==> src/rtl/mem_stage_if.sv <==
// Data-memory req/ack bus between the memory stage (master) and the data memory (slave).
interface mem_stage_if #(
    parameter int unsigned ADDR_WIDTH = 32
);
    logic                  dmem_req;
    logic                  dmem_we;
    logic [ADDR_WIDTH-1:0] dmem_addr;
    logic [3:0]            dmem_be;
    logic [31:0]           dmem_wdata;
    logic                  dmem_ack;
    logic [31:0]           dmem_rdata;

    modport master (
        output dmem_req, dmem_we, dmem_addr, dmem_be, dmem_wdata,
        input  dmem_ack, dmem_rdata
    );

    modport slave (
        input  dmem_req, dmem_we, dmem_addr, dmem_be, dmem_wdata,
        output dmem_ack, dmem_rdata
    );
endinterface

==> src/rtl/mem_stage.sv <==
// Memory pipeline stage: issues loads/stores on a req/ack bus, stalls earlier stages, holds the M->W register.
// Optional macro MISALIGN_TRAP_EN: misaligned accesses skip the bus and are flagged on MisalignW.
module mem_stage #(
    parameter int unsigned ADDR_WIDTH = 32,
    parameter int unsigned MAX_WAIT   = 16
) (
    input  logic        clk,
    input  logic        rst,
    input  logic        RegWriteM,
    input  logic [1:0]  ResultSrcM,
    input  logic        MemWriteM,
    input  logic [2:0]  Funct3M,
    input  logic [31:0] ALUResultM,
    input  logic [31:0] WriteDataM,
    input  logic [4:0]  RdM,
    input  logic [31:0] PCPlus4M,
    output logic        StallM,
    mem_stage_if.master dmem,
    output logic        RegWriteW,
    output logic [1:0]  ResultSrcW,
    output logic [31:0] ALUResultW,
    output logic [31:0] ReadDataW,
    output logic [4:0]  RdW,
    output logic [31:0] PCPlus4W,
    output logic [31:0] ResultW,
`ifdef MISALIGN_TRAP_EN
    output logic        MisalignW,
`endif
    output logic        BusErrW
);
    localparam int unsigned CNT_W = $clog2(MAX_WAIT + 1);

    typedef enum logic [1:0] {IDLE, REQ, DONE} state_t;

    state_t                state_q, state_d;
    logic [CNT_W-1:0]      cnt_q, cnt_d;
    logic                  req_q, req_d, we_q, we_d, err_q, err_d;
    logic [ADDR_WIDTH-1:0] addr_q, addr_d;
    logic [3:0]            be_q, be_d;
    logic [31:0]           wdata_q, wdata_d, hold_q, hold_d;
    logic [2:0]            fn3_q, fn3_d;
    logic [1:0]            off_q, off_d;

    logic                  reg_write_w_q, reg_write_w_d, bus_err_w_q, bus_err_w_d;
    logic [1:0]            result_src_w_q, result_src_w_d;
    logic [31:0]           alu_result_w_q, alu_result_w_d, read_data_w_q, read_data_w_d;
    logic [31:0]           pc_plus4_w_q, pc_plus4_w_d;
    logic [4:0]            rd_w_q, rd_w_d;

    logic        mem_op_c, issue_c, stall_c, sign_c;
    logic [1:0]  offset_c;
    logic [3:0]  be_c;
    logic [31:0] wdata_c, load_c;
    logic [7:0]  byte_c;
    logic [15:0] half_c;

    assign mem_op_c = MemWriteM | (ResultSrcM == 2'b01);
    assign offset_c = ALUResultM[1:0];
    assign stall_c  = ((state_q == IDLE) && mem_op_c) || (state_q == REQ);

`ifdef MISALIGN_TRAP_EN
    logic misalign_c, mis_q, mis_d, mis_w_q, mis_w_d;
    assign misalign_c = ((Funct3M[1:0] == 2'b01) && offset_c[0]) ||
                        (Funct3M[1] && (offset_c != 2'b00));
    assign issue_c    = mem_op_c & ~misalign_c;
`else
    assign issue_c    = mem_op_c;
`endif

    // Lane enables and replicated store data; misaligned H/W fall back to the aligned lanes.
    always_comb begin
        be_c    = 4'b1111;
        wdata_c = WriteDataM;
        case (Funct3M[1:0])
            2'b00: begin
                be_c    = 4'b0001 << offset_c;
                wdata_c = {4{WriteDataM[7:0]}};
            end
            2'b01: begin
                be_c    = offset_c[1] ? 4'b1100 : 4'b0011;
                wdata_c = {2{WriteDataM[15:0]}};
            end
            default: ;
        endcase
    end

    assign byte_c = 8'(dmem.dmem_rdata >> {off_q, 3'b000});
    assign half_c = 16'(dmem.dmem_rdata >> {off_q[1], 4'b0000});
    assign sign_c = ~fn3_q[2];

    always_comb begin
        load_c = dmem.dmem_rdata;
        case (fn3_q[1:0])
            2'b00:   load_c = {{24{sign_c & byte_c[7]}}, byte_c};
            2'b01:   load_c = {{16{sign_c & half_c[15]}}, half_c};
            default: ;
        endcase
    end

    // Access sequencing and bus register next-state.
    always_comb begin
        state_d = state_q;
        cnt_d   = cnt_q;
        req_d   = req_q;
        we_d    = we_q;
        addr_d  = addr_q;
        be_d    = be_q;
        wdata_d = wdata_q;
        fn3_d   = fn3_q;
        off_d   = off_q;
        hold_d  = hold_q;
        err_d   = err_q;
`ifdef MISALIGN_TRAP_EN
        mis_d   = mis_q;
`endif
        case (state_q)
            IDLE: begin
                if (mem_op_c) begin
                    state_d = DONE;
                    cnt_d   = '0;
                    hold_d  = '0;
                    err_d   = 1'b0;
`ifdef MISALIGN_TRAP_EN
                    mis_d   = misalign_c;
`endif
                    if (issue_c) begin
                        state_d = REQ;
                        req_d   = 1'b1;
                        we_d    = MemWriteM;
                        addr_d  = {ALUResultM[ADDR_WIDTH-1:2], 2'b00};
                        be_d    = be_c;
                        wdata_d = wdata_c;
                        fn3_d   = Funct3M;
                        off_d   = offset_c;
                    end
                end
            end
            REQ: begin
                if (dmem.dmem_ack) begin
                    req_d   = 1'b0;
                    state_d = DONE;
                    if (!we_q) hold_d = load_c;
                end else begin
                    cnt_d = cnt_q + CNT_W'(1);
                    if (cnt_q == CNT_W'(MAX_WAIT - 1)) begin
                        req_d   = 1'b0;
                        err_d   = 1'b1;
                        state_d = DONE;
                    end
                end
            end
            DONE:    state_d = IDLE;
            default: state_d = IDLE;
        endcase
    end

    // M->W register: bubble while stalled, completed access data in DONE.
    always_comb begin
        reg_write_w_d  = reg_write_w_q;
        result_src_w_d = result_src_w_q;
        alu_result_w_d = alu_result_w_q;
        read_data_w_d  = read_data_w_q;
        rd_w_d         = rd_w_q;
        pc_plus4_w_d   = pc_plus4_w_q;
        bus_err_w_d    = 1'b0;
`ifdef MISALIGN_TRAP_EN
        mis_w_d        = 1'b0;
`endif
        if (stall_c) begin
            reg_write_w_d = 1'b0;
        end else begin
            reg_write_w_d  = RegWriteM;
            result_src_w_d = ResultSrcM;
            alu_result_w_d = ALUResultM;
            rd_w_d         = RdM;
            pc_plus4_w_d   = PCPlus4M;
            if (state_q == DONE) begin
                read_data_w_d = hold_q;
                bus_err_w_d   = err_q;
`ifdef MISALIGN_TRAP_EN
                mis_w_d       = mis_q;
                reg_write_w_d = RegWriteM & ~mis_q;
`endif
            end
        end
    end

    always_ff @(posedge clk or posedge rst) begin
        if (rst) begin
            state_q        <= IDLE;
            cnt_q          <= '0;
            req_q          <= 1'b0;
            we_q           <= 1'b0;
            addr_q         <= '0;
            be_q           <= '0;
            wdata_q        <= '0;
            fn3_q          <= '0;
            off_q          <= '0;
            hold_q         <= '0;
            err_q          <= 1'b0;
            reg_write_w_q  <= 1'b0;
            result_src_w_q <= '0;
            alu_result_w_q <= '0;
            read_data_w_q  <= '0;
            rd_w_q         <= '0;
            pc_plus4_w_q   <= '0;
            bus_err_w_q    <= 1'b0;
`ifdef MISALIGN_TRAP_EN
            mis_q          <= 1'b0;
            mis_w_q        <= 1'b0;
`endif
        end else begin
            state_q        <= state_d;
            cnt_q          <= cnt_d;
            req_q          <= req_d;
            we_q           <= we_d;
            addr_q         <= addr_d;
            be_q           <= be_d;
            wdata_q        <= wdata_d;
            fn3_q          <= fn3_d;
            off_q          <= off_d;
            hold_q         <= hold_d;
            err_q          <= err_d;
            reg_write_w_q  <= reg_write_w_d;
            result_src_w_q <= result_src_w_d;
            alu_result_w_q <= alu_result_w_d;
            read_data_w_q  <= read_data_w_d;
            rd_w_q         <= rd_w_d;
            pc_plus4_w_q   <= pc_plus4_w_d;
            bus_err_w_q    <= bus_err_w_d;
`ifdef MISALIGN_TRAP_EN
            mis_q          <= mis_d;
            mis_w_q        <= mis_w_d;
`endif
        end
    end

    // Reset must release the upstream stages at once, even mid-access.
    assign StallM          = stall_c & ~rst;
    assign dmem.dmem_req   = req_q;
    assign dmem.dmem_we    = we_q;
    assign dmem.dmem_addr  = addr_q;
    assign dmem.dmem_be    = be_q;
    assign dmem.dmem_wdata = wdata_q;
    assign RegWriteW       = reg_write_w_q;
    assign ResultSrcW      = result_src_w_q;
    assign ALUResultW      = alu_result_w_q;
    assign ReadDataW       = read_data_w_q;
    assign RdW             = rd_w_q;
    assign PCPlus4W        = pc_plus4_w_q;
    assign BusErrW         = bus_err_w_q;
`ifdef MISALIGN_TRAP_EN
    assign MisalignW       = mis_w_q;
`endif

    always_comb begin
        case (result_src_w_q)
            2'b01:   ResultW = read_data_w_q;
            2'b10:   ResultW = pc_plus4_w_q;
            default: ResultW = alu_result_w_q;
        endcase
    end
endmodule

==> src/flat_wrapper.sv <==
// flat-port wrapper written by rule: the top's interface ports become plain ports
module mem_stage_flat 
#(
    parameter int unsigned ADDR_WIDTH = 32,
    parameter int unsigned MAX_WAIT   = 16
)
  (clk, rst, RegWriteM, ResultSrcM, MemWriteM, Funct3M, ALUResultM, WriteDataM, RdM, PCPlus4M, StallM, RegWriteW, ResultSrcW, ALUResultW, ReadDataW, RdW, PCPlus4W, ResultW, BusErrW, dmem_dmem_req, dmem_dmem_we, dmem_dmem_addr, dmem_dmem_be, dmem_dmem_wdata, dmem_dmem_ack, dmem_dmem_rdata);
  mem_stage_if #(.ADDR_WIDTH(ADDR_WIDTH)) dmem_i ();
  input  logic clk;
  input  logic rst;
  input  logic RegWriteM;
  input  logic [1:0] ResultSrcM;
  input  logic MemWriteM;
  input  logic [2:0] Funct3M;
  input  logic [31:0] ALUResultM;
  input  logic [31:0] WriteDataM;
  input  logic [4:0] RdM;
  input  logic [31:0] PCPlus4M;
  output logic StallM;
  output logic RegWriteW;
  output logic [1:0] ResultSrcW;
  output logic [31:0] ALUResultW;
  output logic [31:0] ReadDataW;
  output logic [4:0] RdW;
  output logic [31:0] PCPlus4W;
  output logic [31:0] ResultW;
  output logic BusErrW;
  output wire logic [$bits(dmem_i.dmem_req)-1:0] dmem_dmem_req;
  output wire logic [$bits(dmem_i.dmem_we)-1:0] dmem_dmem_we;
  output wire logic [$bits(dmem_i.dmem_addr)-1:0] dmem_dmem_addr;
  output wire logic [$bits(dmem_i.dmem_be)-1:0] dmem_dmem_be;
  output wire logic [$bits(dmem_i.dmem_wdata)-1:0] dmem_dmem_wdata;
  input wire logic [$bits(dmem_i.dmem_ack)-1:0] dmem_dmem_ack;
  input wire logic [$bits(dmem_i.dmem_rdata)-1:0] dmem_dmem_rdata;
  assign dmem_dmem_req = dmem_i.dmem_req;
  assign dmem_dmem_we = dmem_i.dmem_we;
  assign dmem_dmem_addr = dmem_i.dmem_addr;
  assign dmem_dmem_be = dmem_i.dmem_be;
  assign dmem_dmem_wdata = dmem_i.dmem_wdata;
  assign dmem_i.dmem_ack = dmem_dmem_ack;
  assign dmem_i.dmem_rdata = dmem_dmem_rdata;
  mem_stage #(.ADDR_WIDTH(ADDR_WIDTH), .MAX_WAIT(MAX_WAIT)) u_core (.clk(clk), .rst(rst), .RegWriteM(RegWriteM), .ResultSrcM(ResultSrcM), .MemWriteM(MemWriteM), .Funct3M(Funct3M), .ALUResultM(ALUResultM), .WriteDataM(WriteDataM), .RdM(RdM), .PCPlus4M(PCPlus4M), .StallM(StallM), .dmem(dmem_i), .RegWriteW(RegWriteW), .ResultSrcW(ResultSrcW), .ALUResultW(ALUResultW), .ReadDataW(ReadDataW), .RdW(RdW), .PCPlus4W(PCPlus4W), .ResultW(ResultW), .BusErrW(BusErrW));
endmodule
==> config.mk <==
export PLATFORM = sky130hd
export DESIGN_NAME = mem_stage_flat
export DESIGN_NICKNAME = d
export VERILOG_FILES = /design/src/rtl/mem_stage_if.sv /design/src/rtl/mem_stage.sv /design/src/flat_wrapper.sv
export SDC_FILE = /design/constraint.sdc
export NUM_CORES = 1
export LEC_CHECK = 0
export BUFFER_PORTS_ARGS = -buffer_cell sky130_fd_sc_hd__clkbuf_2
export CAP_MARGIN = 20
export CORE_ASPECT_RATIO = 0.75
export CORE_MARGIN = 2
export CORE_UTILIZATION = 40
export DETAILED_ROUTE_END_ITERATION = 16
export PLACE_DENSITY = 0.7
export SETUP_SLACK_MARGIN = 0.5
export SYNTH_ARGS = -nofsm -noshare
export SYNTH_HDL_FRONTEND = slang
export SYNTH_SLANG_ARGS = --single-unit
==> constraint.sdc <==
create_clock -name clk -period 8.5 [get_ports clk]
set_input_delay 0.85 -clock clk [delete_from_list [all_inputs] [get_ports clk]]
set_output_delay 0.85 -clock clk [all_outputs]
set_load 0.01 [all_outputs]
==> results of run 1 <==
metrics by stage:
stage,util,power [W],cells,area [sq um],hold WS (ns)
floorplan,-,0.00313,889,9720,0.446
global placement,0.486,0.00400,1489,11600,0.459
detailed placement,0.486,0.00406,1489,11600,0.462
CTS,0.522,0.00519,1532,12500,0.477
global route,0.524,0.00551,1534,12500,0.245
finish,0.524,0.00517,1537,12500,0.248
sequential cells by signal, indices dropped and copies added (netlist names), 3 cells and up:
signal                  count
u_core.hold_q              32
u_core.PCPlus4W            32
u_core.dmem.dmem_addr      30
u_core.fn3_q                3
u_core.cnt_q                5
u_core.dmem.dmem_be         4
u_core.RdW                  5
u_core.ALUResultW          32
u_core.dmem.dmem_wdata     32
u_core.ReadDataW           32
report_power, final:
part	total (W)	internal (W)	switching (W)
combinational	0.00217	0.000905	0.00127
sequential	0.00188	0.00149	0.000389
clock	0.00112	0.000686	0.000432
total	0.00517	0.00308	0.00209
per-layer routing:
metal	vias up	part of all wire	track usage
li1	3722	-	-
met3	41	0.089	0.0691
met4	4	0.016	0.0429
met5	-	0.00081	0
met2	298	0.44	0.330
met1	3882	0.46	0.332
worst max-delay path: stages (launching register included):
cell,delay (ns)
sky130_fd_sc_hd__dfrtp_1,0.38
sky130_fd_sc_hd__inv_1,0.08
sky130_fd_sc_hd__ha_2,1.00
sky130_fd_sc_hd__o21ai_0,0.27
sky130_fd_sc_hd__clkbuf_2,0.19
layout by cell type, fill, tap and decap left out, drive strengths merged, types with 9 or more instances in the layout:
cell type / synthesis / final
a221oi: 9 / 9
clkbuf: 32 / 377
o21ai: 87 / 87
a22o: 17 / 17
inv: 21 / 22
clkinv: 0 / 9
nand3: 11 / 11
dfrtp: 218 / 218
nand2b: 25 / 25
mux2: 103 / 103
nand2: 190 / 190
mux2i: 31 / 31
nor2: 19 / 19
a22oi: 32 / 32
a21oi: 22 / 22
worst max-delay path by stage:
stage,start,to,slack (ns),depth (start not counted)
final,u_core.ResultSrcW[0],ResultW[28],5.18,4
after global routing,u_core.ResultSrcW[0],ResultW[29],4.98,5
after CTS,u_core.ResultSrcW[0],ResultW[28],5.18,4
after detailed placement,ResultSrcM[0],u_core.dmem.dmem_req,5.21,6
after global placement,ResultSrcM[0],u_core.dmem.dmem_req,5.27,6
after floorplan,rst,u_core.ALUResultW[0],1.69,1
cell families (layout without fill, tap and decap cells):
logic type	count (synthesis)	after routing
other	1	5
xor gates and xnor gates	2	2
muxes	134	134
buffers and inverters	81	420
adders and majority gates	4	4
AOI/OAI and AO/OA	182	182
DFF	218	218
and+or+nand+nor	266	266
synth_stat cells, types with 2 or more instances:
cell type and n:
sky130_fd_sc_hd__o21ai_0 83, sky130_fd_sc_hd__nor2b_1 2, sky130_fd_sc_hd__inv_1 21, sky130_fd_sc_hd__a22o_1 17
sky130_fd_sc_hd__a221oi_1 8, sky130_fd_sc_hd__xor2_1 2, sky130_fd_sc_hd__mux2_2 96, sky130_fd_sc_hd__ha_1 4
sky130_fd_sc_hd__nor3b_1 2, sky130_fd_sc_hd__a21oi_1 20, sky130_fd_sc_hd__a21o_1 8, sky130_fd_sc_hd__dfrtp_1 218
sky130_fd_sc_hd__clkbuf_1 32, sky130_fd_sc_hd__a22oi_1 32, sky130_fd_sc_hd__mux2_1 5, sky130_fd_sc_hd__buf_2 20
sky130_fd_sc_hd__nand2_1 190, sky130_fd_sc_hd__nor2_2 3, sky130_fd_sc_hd__and3_1 2, sky130_fd_sc_hd__buf_4 6
sky130_fd_sc_hd__o21ai_1 3, sky130_fd_sc_hd__nor2_1 16, sky130_fd_sc_hd__nand2b_1 25, sky130_fd_sc_hd__mux2i_1 31
sky130_fd_sc_hd__buf_6 2, sky130_fd_sc_hd__mux2_4 2, sky130_fd_sc_hd__a31oi_1 2, sky130_fd_sc_hd__nand3_1 11
sky130_fd_sc_hd__or3_1 8
layout make-up:
type,instances,share of cell area
flip-flops and latches,218,0.435
multi-input cells,590,0.312
diodes,3,0.000599
inverters,21,0.00689
repair buffers,356,0.147
clock buffers,29,0.0535
clock inverters,14,0.0148
well taps,306,0.0305
==> flow_summary.rst, run 1 <==
.. list-table::
   :header-rows: 1

   * - Metric
     - Value
   * - Storage cell area
     - 5460 sq um
   * - Number of vias in the routed layout
     - 7947
   * - Effective utilization at floorplan
     - 0.406
   * - Setup repair after global routing missed its margin
     - no
   * - Mux share of post-synthesis cell area
     - 0.152
   * - EDFF count, synth
     - 0
   * - Element type at the critical path start
     - flop
   * - Antenna violation net count after detailed routing
     - 0
   * - Critical R2R Launch
     - u_core.state_q[0]
   * - Initial drt markers
     - 640
   * - WS Path Type
     - reg -> out
   * - Final Max Slew Viols
     - 0
   * - Adder-cell share of the synthesized area
     - 0.00515
   * - Maximum clock insertion buffer count
     - 3
   * - Skew final
     - 0.0103 ns
   * - Number of endpoints failing setup at the final stage
     - 0
   * - Layout cells sized above 1
     - 0.417
   * - Maximum number of pins on one net before global-route repair
     - 149
   * - Synthesized-area fraction occupied by xor and xnor cells
     - 0.00180
   * - Area fraction in and, or, nand and nor cells after synthesis
     - 0.120
   * - Vias in the first global route
     - 7489
   * - Endpoint arrival time on the critical path
     - 2.47 ns
   * - Clock tree from TritonCTS
     - yes
   * - Number of gates resized after cts
     - 0
   * - Hold Buf Count CTS
     - 0
   * - Drc violations
     - 0
   * - Multi-input combinational cell area
     - 3910 sq um
   * - Die Ht
     - 139 um
   * - Syn. warnings
     - 0
   * - Hold Fails Final Rpt
     - 0
   * - Cell taking the most area after synthesis
     - sky130_fd_sc_hd__dfrtp_1
   * - Relative area change from synthesis to final layout
     - 29.1%
   * - Horizontal die dimension
     - 184 um
   * - Number of sinks handled by clock tree synthesis
     - 218
   * - Synth top area cells
     - sky130_fd_sc_hd__dfrtp_1 56%, sky130_fd_sc_hd__mux2_2 11%, sky130_fd_sc_hd__nand2_1 7.3%
   * - Fraction of the mapped netlist area in compound gates
     - 0.121
   * - Final cycle utilization of the critical path
     - 0.391
   * - Critical path peak fanout
     - 64
   * - Die Outline Area
     - 25600 sq um
   * - DP Worst Slack
     - 5.21 ns
   * - Max rail drop VDD
     - 207 uV
   * - Core region area
     - 23900 sq um
   * - Syn_area_per_cell
     - 10.9 sq um
   * - Final worst slack
     - 5.18 ns
   * - Time the final worst path needs with I/O delays and setup
     - 3.32 ns
   * - Maximum clock rate
     - 301 MHz
   * - Count of port buffers added during placement
     - 348
   * - Detailed-route vias per instance
     - 5.17
   * - Insertion delay of the later-clocked pin in the worst-skew pair
     - 0.51 ns
   * - Post-synthesis cell type count
     - 46
   * - Global router's overall resource usage
     - 0.226
   * - Post-Syn Area
     - 9720 sq um
   * - Worst R2R End
     - u_core.PCPlus4W[21]
   * - Run status
     - completed
   * - First-pass iteration count of the detailed router
     - 5
   * - Leakage power of the design
     - 6.47 nW
   * - Minimum setup slack among reg-to-reg paths
     - 6.01 ns
   * - DRT Wirelength
     - 29.5 mm
   * - Final setup TNS
     - 0 ns
   * - Most used flip-flop cell after synthesis
     - sky130_fd_sc_hd__dfrtp_1
   * - Clock root buffer master
     - sky130_fd_sc_hd__clkbuf_16
   * - Required time reported for the critical path endpoint
     - 7.65 ns
   * - Initial antenna violation count
     - 5
   * - Crit end category
     - primary output
   * - Dominant combinational cell family by area after synthesis
     - multiplexers
   * - HPWL after detailed placement
     - 21.5 mm
   * - H-tree depth reported by CTS
     - 1
   * - Class of the worst hold path
     - in -> async
   * - Post-synthesis async set-or-reset flop share
     - 1.00
   * - Standard-cell rows
     - 49
   * - Worst rel slew slack
     - 0.313
   * - GRT Residual Overflow
     - 0
   * - Cells after synthesis
     - 888
   * - Average wire length per cell after detail routing
     - 19.2 um
   * - Fillers
     - 2173
   * - Tightest Pin Transition
     - 1.03 ns
   * - Proportion of netlist area held by the largest area contributor
     - 0.561
   * - Total number of nets in the final design
     - 1358
   * - Reg clk slew, reported paths
     - 0.07 ns
   * - Number of synthesized register bits
     - 218
   * - Register area share after synthesis
     - 0.561
   * - Wire length of the first global-routing pass
     - 44.9 mm
   * - Max-Cap Viols
     - 0
   * - Top-level I/O count
     - 351
   * - Gp weighted congestion
     - 0.823
   * - Total setup buffers inserted after CTS
     - 0
   * - Number of buffers created by CTS
     - 24
   * - PD cells
     - 412 nW/um^2
   * - Number of cells traversed by the worst register-to-register path
     - 3
(Power assumes the default switching activity.)
==> run 2: changes to the inputs <==
--- a/config.mk
+++ b/config.mk
@@ -5,6 +5,7 @@
 export SDC_FILE = /design/constraint.sdc
 export NUM_CORES = 1
 export LEC_CHECK = 0
+export ABC_AREA = 1
 export BUFFER_PORTS_ARGS = -buffer_cell sky130_fd_sc_hd__clkbuf_2
 export CAP_MARGIN = 20
 export CORE_ASPECT_RATIO = 0.75
==> constraint.sdc (replaced) <==
create_clock -name clk -period 3.1 [get_ports clk]
set_input_delay 0.31 -clock clk [delete_from_list [all_inputs] [get_ports clk]]
set_output_delay 0.31 -clock clk [all_outputs]
set_load 0.01 [all_outputs]
==> run 2 against run 1 <==
Die area increased by 1.0%. Largest power group unchanged. Global-route usage increased by 1.8 points. Setup slack got worse by 4.5 ns. Critical path depth increased by 2. Critical endpoint is now ResultW[2]. Highest routed layer is now met4.
==> flow_summary.rst, run 2 <==
.. list-table::
   :header-rows: 1

   * - Metric
     - Value
   * - Mux share of post-synthesis cell area
     - 0.0195 (-0.133)
   * - Top-level I/O count
     - 351 (unchanged)
   * - Detailed-route vias per instance
     - 5.03 (-2.6%)
   * - HPWL after detailed placement
     - 24.1 mm (+12%)
   * - Number of cells in the finished layout apart from fillers
     - 1882 (+22%)
   * - Inst Count DP
     - 1821 (+22%)
   * - Critical R2R Launch
     - u_core.state_q[0]
   * - Initial drt markers
     - 834 (+30%)
   * - Reg power frac
     - 0.327 (-0.037)
   * - Cells after synthesis
     - 1191 (+34%)
   * - Time the final worst path needs with I/O delays and setup
     - 2.47 ns
   * - Class of the worst hold path
     - in -> reg
   * - Vias in the first global route
     - 8729 (+17%)
   * - Skew final
     - 0.0163 ns (+0.00598 ns)
   * - Launching element of the worst setup path
     - u_core.ResultSrcW[0]
   * - Area fraction in and, or, nand and nor cells after synthesis
     - 0.224 (+0.104)
   * - Run status
     - completed
   * - Syn_area_per_cell
     - 8.24 sq um (-25%)
   * - Post-synthesis cell type count
     - 33 (-28%)
   * - EDFF count, synth
     - 0 (unchanged)
   * - Worst Hold Slack
     - 0.0175 ns (-0.231 ns)
   * - DRT Wirelength
     - 32.5 mm (+10%)
   * - Number of endpoints failing setup at the final stage
     - 0 (unchanged)
   * - Most used flip-flop cell after synthesis
     - sky130_fd_sc_hd__dfrtp_1
   * - Reg clk slew, reported paths
     - 0.06 ns (about the same)
   * - H-tree depth reported by CTS
     - 1 (unchanged)
   * - Count of port buffers added during placement
     - 348 (unchanged)
   * - Wire length of the first global-routing pass
     - 49.4 mm (+10%)
   * - Number of synthesized register bits
     - 218 (unchanged)
   * - Number of sinks handled by clock tree synthesis
     - 218 (unchanged)
   * - Die Ht
     - 140 um (+0.50%)
   * - Clock network power share
     - 0.200 (-0.016)
   * - Hold Fails Final Rpt
     - 0 (unchanged)
   * - Drc violations
     - 0 (unchanged)
   * - Clock tree from TritonCTS
     - yes
   * - Maximum number of pins on one net before global-route repair
     - 149 (unchanged)
   * - Synth top area cells
     - sky130_fd_sc_hd__dfrtp_1 56%, sky130_fd_sc_hd__nand2_1 18%, sky130_fd_sc_hd__o21ai_0 5.7%
   * - Global router's overall resource usage
     - 0.244 (+0.0183)
   * - Clock root buffer master
     - sky130_fd_sc_hd__clkbuf_16
   * - Final standard cell utilization of the core
     - 0.539 (+0.0143)
   * - Most used cells in the layout excluding fill and tap cells
     - 462 x sky130_fd_sc_hd__nand2_1, 348 x sky130_fd_sc_hd__clkbuf_2, 218 x sky130_fd_sc_hd__dfrtp_1
   * - Core region area
     - 24000 sq um (+0.51%)
   * - WS Path Type
     - reg -> out
   * - Post-synthesis async set-or-reset flop share
     - 1.00 (unchanged)
   * - Effective utilization at floorplan
     - 0.408 (+0.00214)
   * - Part of the power in combinational logic
     - 0.473 (+0.053)
   * - Gp weighted congestion
     - 0.924 (+12%)
   * - Reported net switching power
     - 0.00691 W (+230%)
   * - Number of buffers created by CTS
     - 24 (unchanged)
   * - Start point of the worst min-delay path
     - PCPlus4M[14]
   * - Required time reported for the critical path endpoint
     - 2.79 ns (-4.86 ns)
   * - Power Internal
     - 0.00877 W (+180%)
   * - First-pass iteration count of the detailed router
     - 5 (unchanged)
   * - Number of vias in the routed layout
     - 9473 (+19%)
   * - Most frequent cells after synthesis
     - 462 x sky130_fd_sc_hd__nand2_1, 218 x sky130_fd_sc_hd__dfrtp_1, 111 x sky130_fd_sc_hd__o21ai_0
   * - Proportion of netlist area held by the largest area contributor
     - 0.556 (-0.00580)
   * - Final Max Slew Viols
     - 0 (unchanged)
   * - Net Sw Frac
     - 0.441 (+0.0366)
   * - Max-Cap Viols
     - 0 (unchanged)
   * - Register area share after synthesis
     - 0.556 (-0.00580)
   * - Relative area change from synthesis to final layout
     - 31.9%
   * - Cell taking the most area after synthesis
     - sky130_fd_sc_hd__dfrtp_1
   * - Setup repair after global routing missed its margin
     - no
   * - Max rail drop VDD
     - 532 uV (+160%)
   * - Final cycle utilization of the critical path
     - 0.797
   * - Worst rel slew slack
     - 0.483 (+0.170)
   * - Element type at the critical path start
     - flop
   * - Fraction of the mapped netlist area in compound gates
     - 0.132 (+0.0106)
   * - Syn. warnings
     - 0 (unchanged)
   * - PD cells
     - 1210 nW/um^2 (+190%)
   * - Synthesized-area fraction occupied by xor and xnor cells
     - 0 (-0.00180)
   * - Die Outline Area
     - 25800 sq um (+1.0%)
   * - Horizontal die dimension
     - 185 um (+0.51%)
   * - Leakage power of the design
     - 7.00 nW (+8.2%)
   * - Maximum clock rate
     - 405 MHz
   * - Dominant combinational cell family by area after synthesis
     - simple AND/OR/NAND/NOR gates
   * - Endpoint arrival time on the critical path
     - 2.16 ns (-0.31 ns)
   * - Layout cells sized above 1
     - 0.289 (-0.128)
   * - Most common cell after layout, fill and taps aside
     - sky130_fd_sc_hd__nand2_1
   * - Antenna violation net count after detailed routing
     - 0 (unchanged)
   * - Maximum clock insertion buffer count
     - 3 (unchanged)
   * - Cell with the most instances after synthesis
     - sky130_fd_sc_hd__nand2_1
   * - Crit end category
     - primary output
   * - Number of antenna cells inserted
     - 0 (-3)
   * - Insertion delay of the later-clocked pin in the worst-skew pair
     - 0.51 ns (about the same)
   * - Critical path peak fanout
     - 23 (-64%)
   * - Tightest Pin Transition
     - 0.776 ns (-0.255 ns)
   * - Post-Syn Area
     - 9820 sq um (+1.0%)
   * - Total number of nets in the final design
     - 1681 (+24%)
   * - Initial antenna violation count
     - 0 (-5)
   * - Standard-cell rows
     - 49 (unchanged)
   * - Average wire length per cell after detail routing
     - 17.3 um (-9.9%)
   * - GRT Residual Overflow
     - 0 (unchanged)
   * - Adder-cell share of the synthesized area
     - 0.00510 (-0.0000532)
-- run 2: power groups by stage --
stage / Sequential [W] / Combinational [W] / Clock (W)
after floorplan: 0.00536 / 0.00392 / 0
after global placement: 0.00511 / 0.00718 / 0
after detailed placement: 0.00516 / 0.00729 / 0
after CTS: 0.00512 / 0.00738 / 0.00319
after global routing: 0.00526 / 0.00819 / 0.00331
final: 0.00512 / 0.00742 / 0.00313
-- run 2: per-layer routing --
layer | part of all wire | GRT usage | vias to the layer above
li1 | - | - | 4487
met1 | 0.46 | 0.363 | 4550
met2 | 0.45 | 0.374 | 392
met3 | 0.071 | 0.0403 | 44
met4 | 0.019 | 0.0543 | 0
met5 | 0 | 0 | -
-- run 2: final timing paths --
| path | endpoint | slack, ns | cells after the start |
|---|---|---|---|
| max | ResultW[2] | 0.63 | 6 |
| min | u_core.PCPlus4W[14] | 0.02 | 3 |
| max reg2reg | u_core.dmem.dmem_wdata[2] | 1.16 | 8 |
| min reg2reg | u_core.dmem.dmem_wdata[7] | 0.47 | 2 |
| max in group asynchronous | u_core.cnt_q[2] | 1.88 | 4 |
| min in group asynchronous | u_core.PCPlus4W[20] | 0.54 | 4 |
-- run 2: metrics by stage --
stage | TNS [ns] | area (sq um) | power, W | worst slack (ns)
6_report | 0 | 12900 | 0.0157 | 0.631
5_1_grt | 0 | 12900 | 0.0168 | 0.538
4_1_cts | 0 | 12900 | 0.0157 | 0.622
3_5_place_dp | 0 | 11900 | 0.0125 | 0.889
3_3_place_gp | 0 | 11900 | 0.0123 | 0.905
2_1_floorplan | -10.92 | 9820 | 0.00929 | -0.0501
-- run 2: timing repair --
action / in CTS / in global routing
hold buffers: 16 / 0
gates resized for setup: 2 / 0
setup endpoints to repair: 23 / 1
buffers inserted: 0 / 1
hold endpoints to repair: 85 / 0
pin swaps: 0 / 1
-- run 2: cells by family (layout without fill, tap and decap cells) --
logic type                 count (synthesis)  in the layout
AOI/OAI and AO/OA                        245            245
adders and majority gates                  4              4
buffers and inverters                    152            511
DFF                                      218            218
muxes                                     17             17
other                                      1              2
and+or+nand+nor                          554            554
-- run 2: area by class of cell --
cell class / instances / area (sq um)
fillers: 2281 / 11100
clock inverters: 8 / 150
multi-input cells: 822 / 3760
repair buffers: 385 / 2120
well taps: 331 / 414
inverters: 83 / 315
flip-flops and latches: 218 / 5460
clock buffers: 35 / 733
-- run 2: worst max-delay path: stages, from the launching register on --
cell and delay (ns):
sky130_fd_sc_hd__dfrtp_1 0.37, sky130_fd_sc_hd__inv_1 0.10, sky130_fd_sc_hd__ha_4 0.45, sky130_fd_sc_hd__buf_4 0.23
sky130_fd_sc_hd__a21oi_1 0.05, sky130_fd_sc_hd__a22oi_1 0.25, sky130_fd_sc_hd__clkbuf_2 0.19
